File: config.mk
export PLATFORM = sky130hd
export DESIGN_NAME = decode_stage
export DESIGN_NICKNAME = d
export VERILOG_FILES = /design/src/rtl/decode_stage.sv
export SDC_FILE = /design/constraint.sdc
export NUM_CORES = 1
export LEC_CHECK = 0
export CORE_ASPECT_RATIO = 0.75
export CORE_MARGIN = 2
export CORE_UTILIZATION = 53
export CTS_BUF_LIST = sky130_fd_sc_hd__clkbuf_4
export DETAILED_ROUTE_END_ITERATION = 7
export PLACE_DENSITY = 0.8
export SYNTH_ARGS = -nofsm -noshare
export SYNTH_HDL_FRONTEND = slang
export SYNTH_SLANG_ARGS = --single-unit
export TNS_END_PERCENT = 100
File: constraint.sdc
create_clock -name clk -period 4.1 [get_ports clk]
set_input_delay 1.23 -clock clk [delete_from_list [all_inputs] [get_ports clk]]
set_output_delay 1.23 -clock clk [all_outputs]
set_load 0.005 [all_outputs]
File: src/rtl/decode_stage.sv
// decode_stage: registered RV32I decode with valid/ready handshake,
// immediate generation sign-extended to XLEN, illegal-instruction
// detection and an optional skid entry that removes the out_ready to
// in_ready combinational path.
module decode_stage #(
  parameter int XLEN = 32,
  parameter bit SKID = 1'b1
) (
  input  logic            clk,
  input  logic            reset,
  input  logic            in_valid,
  output logic            in_ready,
  input  logic [31:0]     in_inst,
  input  logic [XLEN-1:0] in_pc,
  input  logic            flush,
  output logic            out_valid,
  input  logic            out_ready,
  output logic [XLEN-1:0] out_pc,
  output logic [6:0]      out_opcode,
  output logic [4:0]      out_rd,
  output logic [4:0]      out_rs1,
  output logic [4:0]      out_rs2,
  output logic [2:0]      out_funct3,
  output logic [6:0]      out_funct7,
  output logic [XLEN-1:0] out_imm,
  output logic [2:0]      out_fmt,
  output logic            out_illegal,
  output logic            out_uses_rs1,
  output logic            out_uses_rs2,
  output logic            out_writes_rd
);

  localparam logic [2:0] FMT_R = 3'd0;
  localparam logic [2:0] FMT_I = 3'd1;
  localparam logic [2:0] FMT_S = 3'd2;
  localparam logic [2:0] FMT_B = 3'd3;
  localparam logic [2:0] FMT_U = 3'd4;
  localparam logic [2:0] FMT_J = 3'd5;

  localparam logic [6:0] OPC_OP       = 7'b0110011;
  localparam logic [6:0] OPC_OP_IMM   = 7'b0010011;
  localparam logic [6:0] OPC_LOAD     = 7'b0000011;
  localparam logic [6:0] OPC_JALR     = 7'b1100111;
  localparam logic [6:0] OPC_MISC_MEM = 7'b0001111;
  localparam logic [6:0] OPC_SYSTEM   = 7'b1110011;
  localparam logic [6:0] OPC_STORE    = 7'b0100011;
  localparam logic [6:0] OPC_BRANCH   = 7'b1100011;
  localparam logic [6:0] OPC_LUI      = 7'b0110111;
  localparam logic [6:0] OPC_AUIPC    = 7'b0010111;
  localparam logic [6:0] OPC_JAL      = 7'b1101111;

  typedef struct packed {
    logic [XLEN-1:0] pc;
    logic [6:0]      opcode;
    logic [4:0]      rd;
    logic [4:0]      rs1;
    logic [4:0]      rs2;
    logic [2:0]      funct3;
    logic [6:0]      funct7;
    logic [XLEN-1:0] imm;
    logic [2:0]      fmt;
    logic            illegal;
    logic            uses_rs1;
    logic            uses_rs2;
    logic            writes_rd;
  } entry_t;

  entry_t      dec;
  entry_t      out_q;
  entry_t      skid_q;
  logic        skid_valid;
  logic [31:0] imm32;
  logic        legal;
  logic        is_system;
  logic        in_fire;
  logic        out_free;

  // Decode the incoming fetch word into the full output record.
  always_comb begin
    dec        = '0;
    imm32      = '0;
    legal      = 1'b1;
    is_system  = 1'b0;
    dec.pc     = in_pc;
    dec.opcode = in_inst[6:0];
    dec.rd     = in_inst[11:7];
    dec.rs1    = in_inst[19:15];
    dec.rs2    = in_inst[24:20];
    dec.funct3 = in_inst[14:12];
    dec.funct7 = in_inst[31:25];
    dec.fmt    = FMT_I;
    case (in_inst[6:0])
      OPC_OP:                           dec.fmt = FMT_R;
      OPC_OP_IMM, OPC_LOAD, OPC_MISC_MEM: dec.fmt = FMT_I;
      OPC_JALR: begin
        dec.fmt = FMT_I;
        if (in_inst[14:12] != 3'b000) legal = 1'b0;
      end
      OPC_SYSTEM: begin
        dec.fmt   = FMT_I;
        is_system = 1'b1;
      end
      OPC_STORE:                        dec.fmt = FMT_S;
      OPC_BRANCH: begin
        dec.fmt = FMT_B;
        if (in_inst[14:13] == 2'b01) legal = 1'b0;
      end
      OPC_LUI, OPC_AUIPC:               dec.fmt = FMT_U;
      OPC_JAL:                          dec.fmt = FMT_J;
      default: begin
        dec.fmt = FMT_I;
        legal   = 1'b0;
      end
    endcase
    if (in_inst[1:0] != 2'b11) legal = 1'b0;
    case (dec.fmt)
      FMT_I:   imm32 = {{21{in_inst[31]}}, in_inst[30:20]};
      FMT_S:   imm32 = {{21{in_inst[31]}}, in_inst[30:25], in_inst[11:7]};
      FMT_B:   imm32 = {{20{in_inst[31]}}, in_inst[7], in_inst[30:25], in_inst[11:8], 1'b0};
      FMT_U:   imm32 = {in_inst[31:12], 12'b0};
      FMT_J:   imm32 = {{12{in_inst[31]}}, in_inst[19:12], in_inst[20], in_inst[30:21], 1'b0};
      default: imm32 = '0;
    endcase
    dec.imm       = {XLEN{imm32[31]}};
    dec.imm[31:0] = imm32;
    dec.illegal   = !legal;
    dec.uses_rs1  = legal && !is_system &&
                    (dec.fmt == FMT_R || dec.fmt == FMT_I || dec.fmt == FMT_S || dec.fmt == FMT_B);
    dec.uses_rs2  = legal && (dec.fmt == FMT_R || dec.fmt == FMT_S || dec.fmt == FMT_B);
    dec.writes_rd = legal && !is_system && (dec.rd != 5'd0) &&
                    (dec.fmt == FMT_R || dec.fmt == FMT_I || dec.fmt == FMT_U || dec.fmt == FMT_J);
  end

  // With a skid entry, readiness depends only on local state so out_ready never reaches in_ready.
  assign in_ready = SKID ? (!reset && !skid_valid) : (!reset && (!out_valid || out_ready));
  assign in_fire  = in_valid && in_ready;
  assign out_free = !out_valid || out_ready;

  // Output register and skid entry; flush beats every transfer, reset clears all state.
  always_ff @(posedge clk) begin
    if (reset) begin
      out_q      <= '0;
      skid_q     <= '0;
      out_valid  <= 1'b0;
      skid_valid <= 1'b0;
    end else if (flush) begin
      out_valid  <= 1'b0;
      skid_valid <= 1'b0;
    end else if (SKID) begin
      if (out_free) begin
        if (skid_valid) begin
          out_q      <= skid_q;
          out_valid  <= 1'b1;
          skid_valid <= 1'b0;
        end else if (in_fire) begin
          out_q     <= dec;
          out_valid <= 1'b1;
        end else begin
          out_valid <= 1'b0;
        end
      end else if (in_fire) begin
        skid_q     <= dec;
        skid_valid <= 1'b1;
      end
    end else begin
      if (out_free) begin
        if (in_fire) out_q <= dec;
        out_valid <= in_fire;
      end
    end
  end

  assign out_pc        = out_q.pc;
  assign out_opcode    = out_q.opcode;
  assign out_rd        = out_q.rd;
  assign out_rs1       = out_q.rs1;
  assign out_rs2       = out_q.rs2;
  assign out_funct3    = out_q.funct3;
  assign out_funct7    = out_q.funct7;
  assign out_imm       = out_q.imm;
  assign out_fmt       = out_q.fmt;
  assign out_illegal   = out_q.illegal;
  assign out_uses_rs1  = out_q.uses_rs1;
  assign out_uses_rs2  = out_q.uses_rs2;
  assign out_writes_rd = out_q.writes_rd;

endmodule

==> flow_summary_export.csv, run 1 <==
group,metric,value,unit
critical_path,slowest_delay,0.66,ns
cells_and_area,utilization,0.6896,
critical_path,cp.required,4.59,ns
clock_network,cts_setup_buffers,0,
floorplanning,die_h,115.0,um
yosys,ys_warn_count,0,
clock_network,cts_buffer_depth,3,
sta,setup_viol,0,
clock_network,cts_root_buf,"clkbuf_4",
drt,drcViolationCount,0,
critical_path,crit_slowest_cell,"clkdlybuf4s50_1",
clock_network,insertion_delay,0.61,ns
sta,slew_viol_final,0,
drt,vias,8151,
worst_hold_path,min-delay-path-class,"flip-flop to flip-flop",
drt,dr.pass1.iters,5,
sta,min_period_over_period,0.8455,
sta,max_freq,288.5,MHz
cells_and_area,fin_nets,1241,
clock_network,hold_buffers,0,
critical_path,crit_fanout,11,
drt,antenna_left,0,
yosys,synth_top_area_frac,0.4785,
yosys,netlist_area,8702,um2
floorplanning,core.rowCount,40,
cells_and_area,drive_above_1_share,0.08801,
cells_and_area,synthToLayoutAreaGrowth,27.30,%
power_and_ir_drop,p_per_area,365.3,nW/um2
clock_network,post_cts_resized,0,
cells_and_area,stdcell_count,1403,
placement,place_hpwl,14.86,mm
clock_network,h-tree-depth,2,
global_routing,grt_pass1_vias,7510,
placement,gp_congestion,0.8575,
yosys,synth_fp_nets,1089,
yosys,ys_async_sr_fraction,0,
clock_network,numCtsBuffers,50,
clock_network,cts.clk_slew.worst_paths,0.06,ns
yosys,yosys.area.top_type,"dfxtp_1",
sta,fin_tns_setup,0,ns
critical_path,critPathKind,"primary input to flip-flop",
global_routing,overflow,0,
floorplanning,coreArea,16070,um2
placement,port_buffers,173,
yosys,ys_top_cells_by_area,"dfxtp_1 (48%), nand2_1 (7.2%), mux2i_1 (6.7%)",
drt,via_per_inst,5.810,
sta,min_period,3.466,ns
clock_network,cts_sinks,208,
floorplanning,die_w,152.0,um
critical_path,worstSetupEndpointType,"flip-flop",
cells_and_area,num_antenna_cells,0,
yosys,ys_seq_area_frac,0.4785,
placement,place_area,10560,um2
critical_path,rr_worst_depth,7,
sta,tightestPinTransition,0.9551,ns
sta,hold_viol_final,0,
drt,wl_per_cell,16.76,um
floorplanning,io_pins,174,
clock_network,cts_tree,"done",
global_routing,grt_pass1_wl,38.09,mm
status,status,"completed",
power_and_ir_drop,peakVddDrop,0.2378,mV
yosys,syn_inst,1019,
sta,slew_headroom,0.3633,
floorplanning,die_area,17470,um2
critical_path,reg2reg_setup_slack,1.79,ns
sta,finalClockSkew,0.01998,ns
yosys,synth_edf_count,0,
drt,drt_iter0_drc,620,
critical_path,worstPathArrival,3.96,ns
critical_path,critPathLaunchType,"primary input",
cells_and_area,stdcell_area,11080,um2
drt,drt-total-wl,23.52,mm
placement,placed_cells,1329,
global_routing,grt_use_total,0.2608,
power_and_ir_drop,p_leak,3.637,nW
worst_hold_path,hold_path_depth,2,
yosys,synth_ff_type,"dfxtp_1",
sta,holdWs,0.4536,ns
yosys,ys_ff_latch,208,
global_routing,antenna_found_initial,0,
flow_run,drv_cap,0,
sta,rsz0062_at_grt,"no",
yosys,syn_avg_cell_area,8.540,um2
floorplanning,initial_core_util,0.5417,
yosys,yosysUniqueCellTypes,54,
critical_path,cp_cell_sequence,"clkdlybuf4s50_1 > nand3b_1 > o22ai_1 > inv_1 > ha_1 > nand4_1 > o22ai_4 > nor4b_2 > buf_4 > nand2_1 > a311oi_1",
global_routing,grt_max_degree,95,
-- cell families after synthesis --
logic type,count (synthesis),synth area share
adders and majority gates,1,0.001438
xor gates and xnor gates,1,0.001007
AOI/OAI and AO/OA,313,0.2316
buffers and inverters,106,0.05047
and+or+nand+nor,332,0.1702
muxes,58,0.06671
DFF,208,0.4785
-- Yosys cell counts (3+ instances only) --
cell      count
buf_2        24
o211ai_1     10
nand2b_1      3
nand4_1       5
inv_1         7
dfxtp_1     208
and2_1        7
or3_1        23
buf_1         6
buf_4         3
a211oi_1     74
nand2_1     166
a32o_1        6
nand3_1       5
nor2b_1       8
a311oi_1     19
clkbuf_1     66
o21ai_0      61
a21oi_1      98
a31oi_1      22
mux2i_1      58
nor3_1       13
a21boi_0      4
nor2_1       85
-- per-layer routing --
layer	track usage	part of all wire	vias to the layer above	wire length, um
li1	-	-	3961	-
met1	0.3724	0.47	3855	11070
met2	0.4009	0.44	306	10430
met3	0.06144	0.074	29	1730
met4	0.06729	0.012	0	289
met5	0	0	-	0
-- layout make-up --
class                           count  area, um2
Timing Repair Buffer              199       1991
Inverter                            7      26.28
Clock inverter                      9      33.78
Tap cell                          210      262.8
Multi-Input combinational cell    705       4109
Sequential cell                   208       4168
Fill cell                        1320       4987
Clock buffer                       65      488.0
-- where the power goes --
part           internal [mW]  switching (mW)
registers               2.08          0.0335
logic                  0.232           0.220
clock network          0.724           0.756
total                   3.04            1.01
-- cells in the final DEF, fill, tap and decap left out, types with 3 or more instances in the layout --
cell type          n
and2_1             7
a32o_1             6
a21oi_1           98
a21boi_0           4
o211ai_1          10
a211oi_1          74
clkbuf_4          65
nand2b_1           3
buf_4             21
clkinv_1           8
nor3_1            13
clkdlybuf4s50_1  172
nor2_1            85
nand4_1            5
mux2i_1           58
dfxtp_1          207
o21ai_0           61
nor2b_1            8
a31oi_1           22
nand2_1          166
nand3_1            5
or3_1             23
buf_12             5
a311oi_1          19
inv_1              7
-- critical path: cells and delay by family --
| kind | cells | cell delay [ns] |
|---|---|---|
| buffers and inverters | 3 | 1.00 |
| AOI/OAI and AO/OA | 3 | 0.72 |
| and+or+nand+nor | 4 | 0.68 |
| adders and majority gates | 1 | 0.33 |
-- through the flow --
step / power, mW / worst slack, ns
after floorplan: 2.354 / 0.3872
after detailed placement: 2.609 / 0.1058
after global placement: 2.602 / 0.2129
final: 4.047 / 0.6335
after CTS: 4.079 / 0.6908
after global routing: 4.234 / 0.4950
-- path summary, 6_finish.rpt --
path | to | start
min | skid_q[75]$_SDFFE_PP0P_ | skid_q[75]$_SDFFE_PP0P_
max reg2reg | out_uses_rs1$_SDFFE_PP0P_ | skid_valid$_SDFFE_PP0P_
min reg2reg | skid_q[75]$_SDFFE_PP0P_ | skid_q[75]$_SDFFE_PP0P_
max | out_imm[30]$_SDFFE_PP0P_ | in_inst[2]
-- sequential cells by signal, summed over array words and instances (netlist names) --
| signal | count |
|---|---|
| out_uses_rs2 | 1 |
| out_imm | 32 |
| out_funct7 | 7 |
| skid_q | 103 |
| out_illegal | 1 |
| out_opcode | 7 |
| out_rs2 | 5 |
| out_writes_rd | 1 |
| out_valid | 1 |
| out_funct3 | 3 |
| out_rd | 5 |
| out_rs1 | 5 |
| out_pc | 32 |
| skid_valid | 1 |
| out_fmt | 3 |
| out_uses_rs1 | 1 |
Note: power is estimated with default switching activity, not from simulation.
==> inputs of run 2 (changes only) <==
--- a/config.mk
+++ b/config.mk
@@ -7,10 +7,10 @@
 export LEC_CHECK = 0
 export CORE_ASPECT_RATIO = 0.75
 export CORE_MARGIN = 2
-export CORE_UTILIZATION = 53
+export CORE_UTILIZATION = 48
 export CTS_BUF_LIST = sky130_fd_sc_hd__clkbuf_4
 export DETAILED_ROUTE_END_ITERATION = 7
-export PLACE_DENSITY = 0.8
+export PLACE_DENSITY = 0.76
 export SYNTH_ARGS = -nofsm -noshare
 export SYNTH_HDL_FRONTEND = slang
 export SYNTH_SLANG_ARGS = --single-unit
==> constraint.sdc (replaced) <==
create_clock -name clk -period 2.8 [get_ports clk]
set_input_delay 0.84 -clock clk [delete_from_list [all_inputs] [get_ports clk]]
set_output_delay 0.84 -clock clk [all_outputs]
set_load 0.005 [all_outputs]
==> run 2 against run 1 <==
  * Critical path depth is 1 higher
  * Critical endpoint unchanged
  * Largest cell class is now multi-input combinational cells
  * Setup slack worse by 0.55 ns
  * Clock-buffer cell count is 8 higher
==> flow_summary_export.csv, run 2 (same netlist as run 1, synthesis figures left out) <==
group,metric,value,unit
drt,via_per_inst,5.554,
drt,drt_iter0_drc,683,
sta,tightestPinTransition,0.9652,ns
floorplanning,coreArea,17710,um2
floorplanning,die_area,19230,um2
clock_network,cts_sinks,208,
sta,holdWs,0.4537,ns
clock_network,numCtsBuffers,50,
critical_path,worstPathArrival,3.23,ns
cells_and_area,utilization,0.6575,
global_routing,antenna_found_initial,1,
critical_path,reg2reg_setup_slack,0.84,ns
sta,slew_viol_final,0,
sta,finalClockSkew,0.02042,ns
placement,gp_congestion,0.8740,
cells_and_area,layout_commonest_cell,"dfxtp_1",
clock_network,cts_root_buf,"clkbuf_4",
critical_path,cp_common_cell,"o22ai_4",
cells_and_area,drive_above_1_share,0.1335,
drt,dr.pass1.iters,5,
drt,drt-total-wl,24.54,mm
critical_path,critPathLaunchType,"primary input",
clock_network,cts_tree,"done",
clock_network,insertion_delay,0.62,ns
sta,setup_viol,0,
placement,place_hpwl,16.04,mm
clock_network,cts_buffer_depth,3,
global_routing,overflow,0,
critical_path,worstSetupEndpointType,"flip-flop",
floorplanning,core.rowCount,42,
clock_network,hold_buffers,0,
critical_path,crit_fanout,6,
drt,wl_per_cell,16.59,um
drt,antenna_left,0,
global_routing,grt_use_total,0.2479,
floorplanning,die_w,159.5,um
cells_and_area,largest_reg_flops,103,
cells_and_area,layout_common_cells,"dfxtp_1 (207), clkdlybuf4s50_1 (166), nand2_1 (156), a21oi_1 (98), nor2_1 (85)",
global_routing,grt_max_degree,68,
flow_run,drv_cap,0,
power_and_ir_drop,p_leak,3.939,nW
power_and_ir_drop,peakVddDrop,0.3807,mV
worst_hold_path,min-delay-path-class,"flip-flop to flip-flop",
sta,min_period_over_period,0.9692,
sta,fin_tns_setup,0,ns
sta,min_period,2.714,ns
sta,max_freq,368.5,MHz
critical_path,slowest_delay,0.45,ns
power_and_ir_drop,p_per_area,527.3,nW/um2
drt,vias,8215,
critical_path,cp.required,3.32,ns
sta,slew_headroom,0.3565,
clock_network,h-tree-depth,2,
global_routing,grt_pass1_wl,39.03,mm
cells_and_area,fill_cells,1492,
critical_path,critPathKind,"primary input to flip-flop",
global_routing,grt_pass1_vias,7569,
drt,drcViolationCount,0,
floorplanning,io_pins,174,
critical_path,crit_slowest_cell,"clkdlybuf4s50_1",
cells_and_area,max_flop_register,"skid_q",
floorplanning,die_h,120.6,um
floorplanning,initial_core_util,0.4914,
status,status,"completed",
sta,hold_viol_final,0,
cells_and_area,synthToLayoutAreaGrowth,33.80,%
critical_path,cp_cell_sequence,"clkdlybuf4s50_1 > nand4b_4 > o22ai_4 > inv_4 > ha_4 > nand4_1 > o22ai_4 > nor4b_4 > buf_4 > buf_12 > nand2_2 > a311oi_1",
placement,port_buffers,173,
clock_network,cts.clk_slew.worst_paths,0.06,ns
cells_and_area,fin_nets,1275,
==> run 2: cell count changes in the layout (fill, tap and decap cells not counted), sizes merged <==
cell           previous run  this run
clkinv                    8         9
diode                     0         1
clkdlybuf4s50           172       166
buf                      27        60
clkbuf                   65        74
dlymetal6s2s              0         6
==> run 2: through the flow <==
step                instances  worst slack (ns)  area [um2]  power [mW]
finish                   1479           0.08634       11640       6.140
global placement         1392           -0.4740       10970       3.853
detailed placement       1392           -0.6300       10970       3.861
global route             1479          -0.01283       11640       6.431
CTS                      1475           0.02469       11560       6.203
floorplan                1019           -0.1817        8785       3.450
==> run 2: worst max-delay path: cells and delay by family <==
| kind | cells | cell delay (ns) |
|---|---|---|
| buf+inv | 4 | 0.82 |
| compound gates | 3 | 0.68 |
| simple gates | 4 | 0.61 |
| fa+ha+maj | 1 | 0.27 |
==> run 2: what timing repair did <==
| action | CTS | global route |
|---|---|---|
| endpoints found under the setup margin | 0 | 17 |
| gates resized for setup | 0 | 11 |
| hold endpoints to repair | 0 | 0 |
| buffers inserted | 0 | 2 |
==> run 2: cell type report <==
| cell class | instances | area [um2] | area share |
|---|---|---|---|
| timing repair buffer | 233 | 2366 | 0.2032 |
| multi-input combinational | 705 | 4189 | 0.3598 |
| tap | 242 | 302.8 | 0.02600 |
| sequential | 208 | 4168 | 0.3579 |
| clock buffer | 73 | 548.0 | 0.04707 |
| antenna | 1 | 2.502 | 0.0002149 |
| inverter | 7 | 28.78 | 0.002472 |
| clock inverter | 10 | 38.79 | 0.003331 |
==> run 2: worst paths after layout <==
path	end	start	cells after the start
worst max-delay path	out_imm[30]$_SDFFE_PP0P_	in_inst[4]	12
worst min-delay path	skid_q[11]$_SDFFE_PP0P_	skid_q[11]$_SDFFE_PP0P_	2
worst max register to register	out_imm[30]$_SDFFE_PP0P_	skid_valid$_SDFFE_PP0P_	6
worst min register to register	skid_q[11]$_SDFFE_PP0P_	skid_q[11]$_SDFFE_PP0P_	2
==> run 2: power by group <==
group	leakage, nW	internal [mW]	switching [mW]	total (mW)
clock	0.357	1.18	1.15	2.34
sequential	1.69	3.05	0.0478	3.09
combinational	1.89	0.370	0.340	0.711
total	3.94	4.60	1.54	6.14
==> run 2: routing by layer <==
metal	routed length (um)	track usage	part of all wire
met2	10790	0.3753	0.44
met1	11520	0.3461	0.47
met4	467	0.08807	0.019
met5	0	0	0
met3	1767	0.05832	0.072
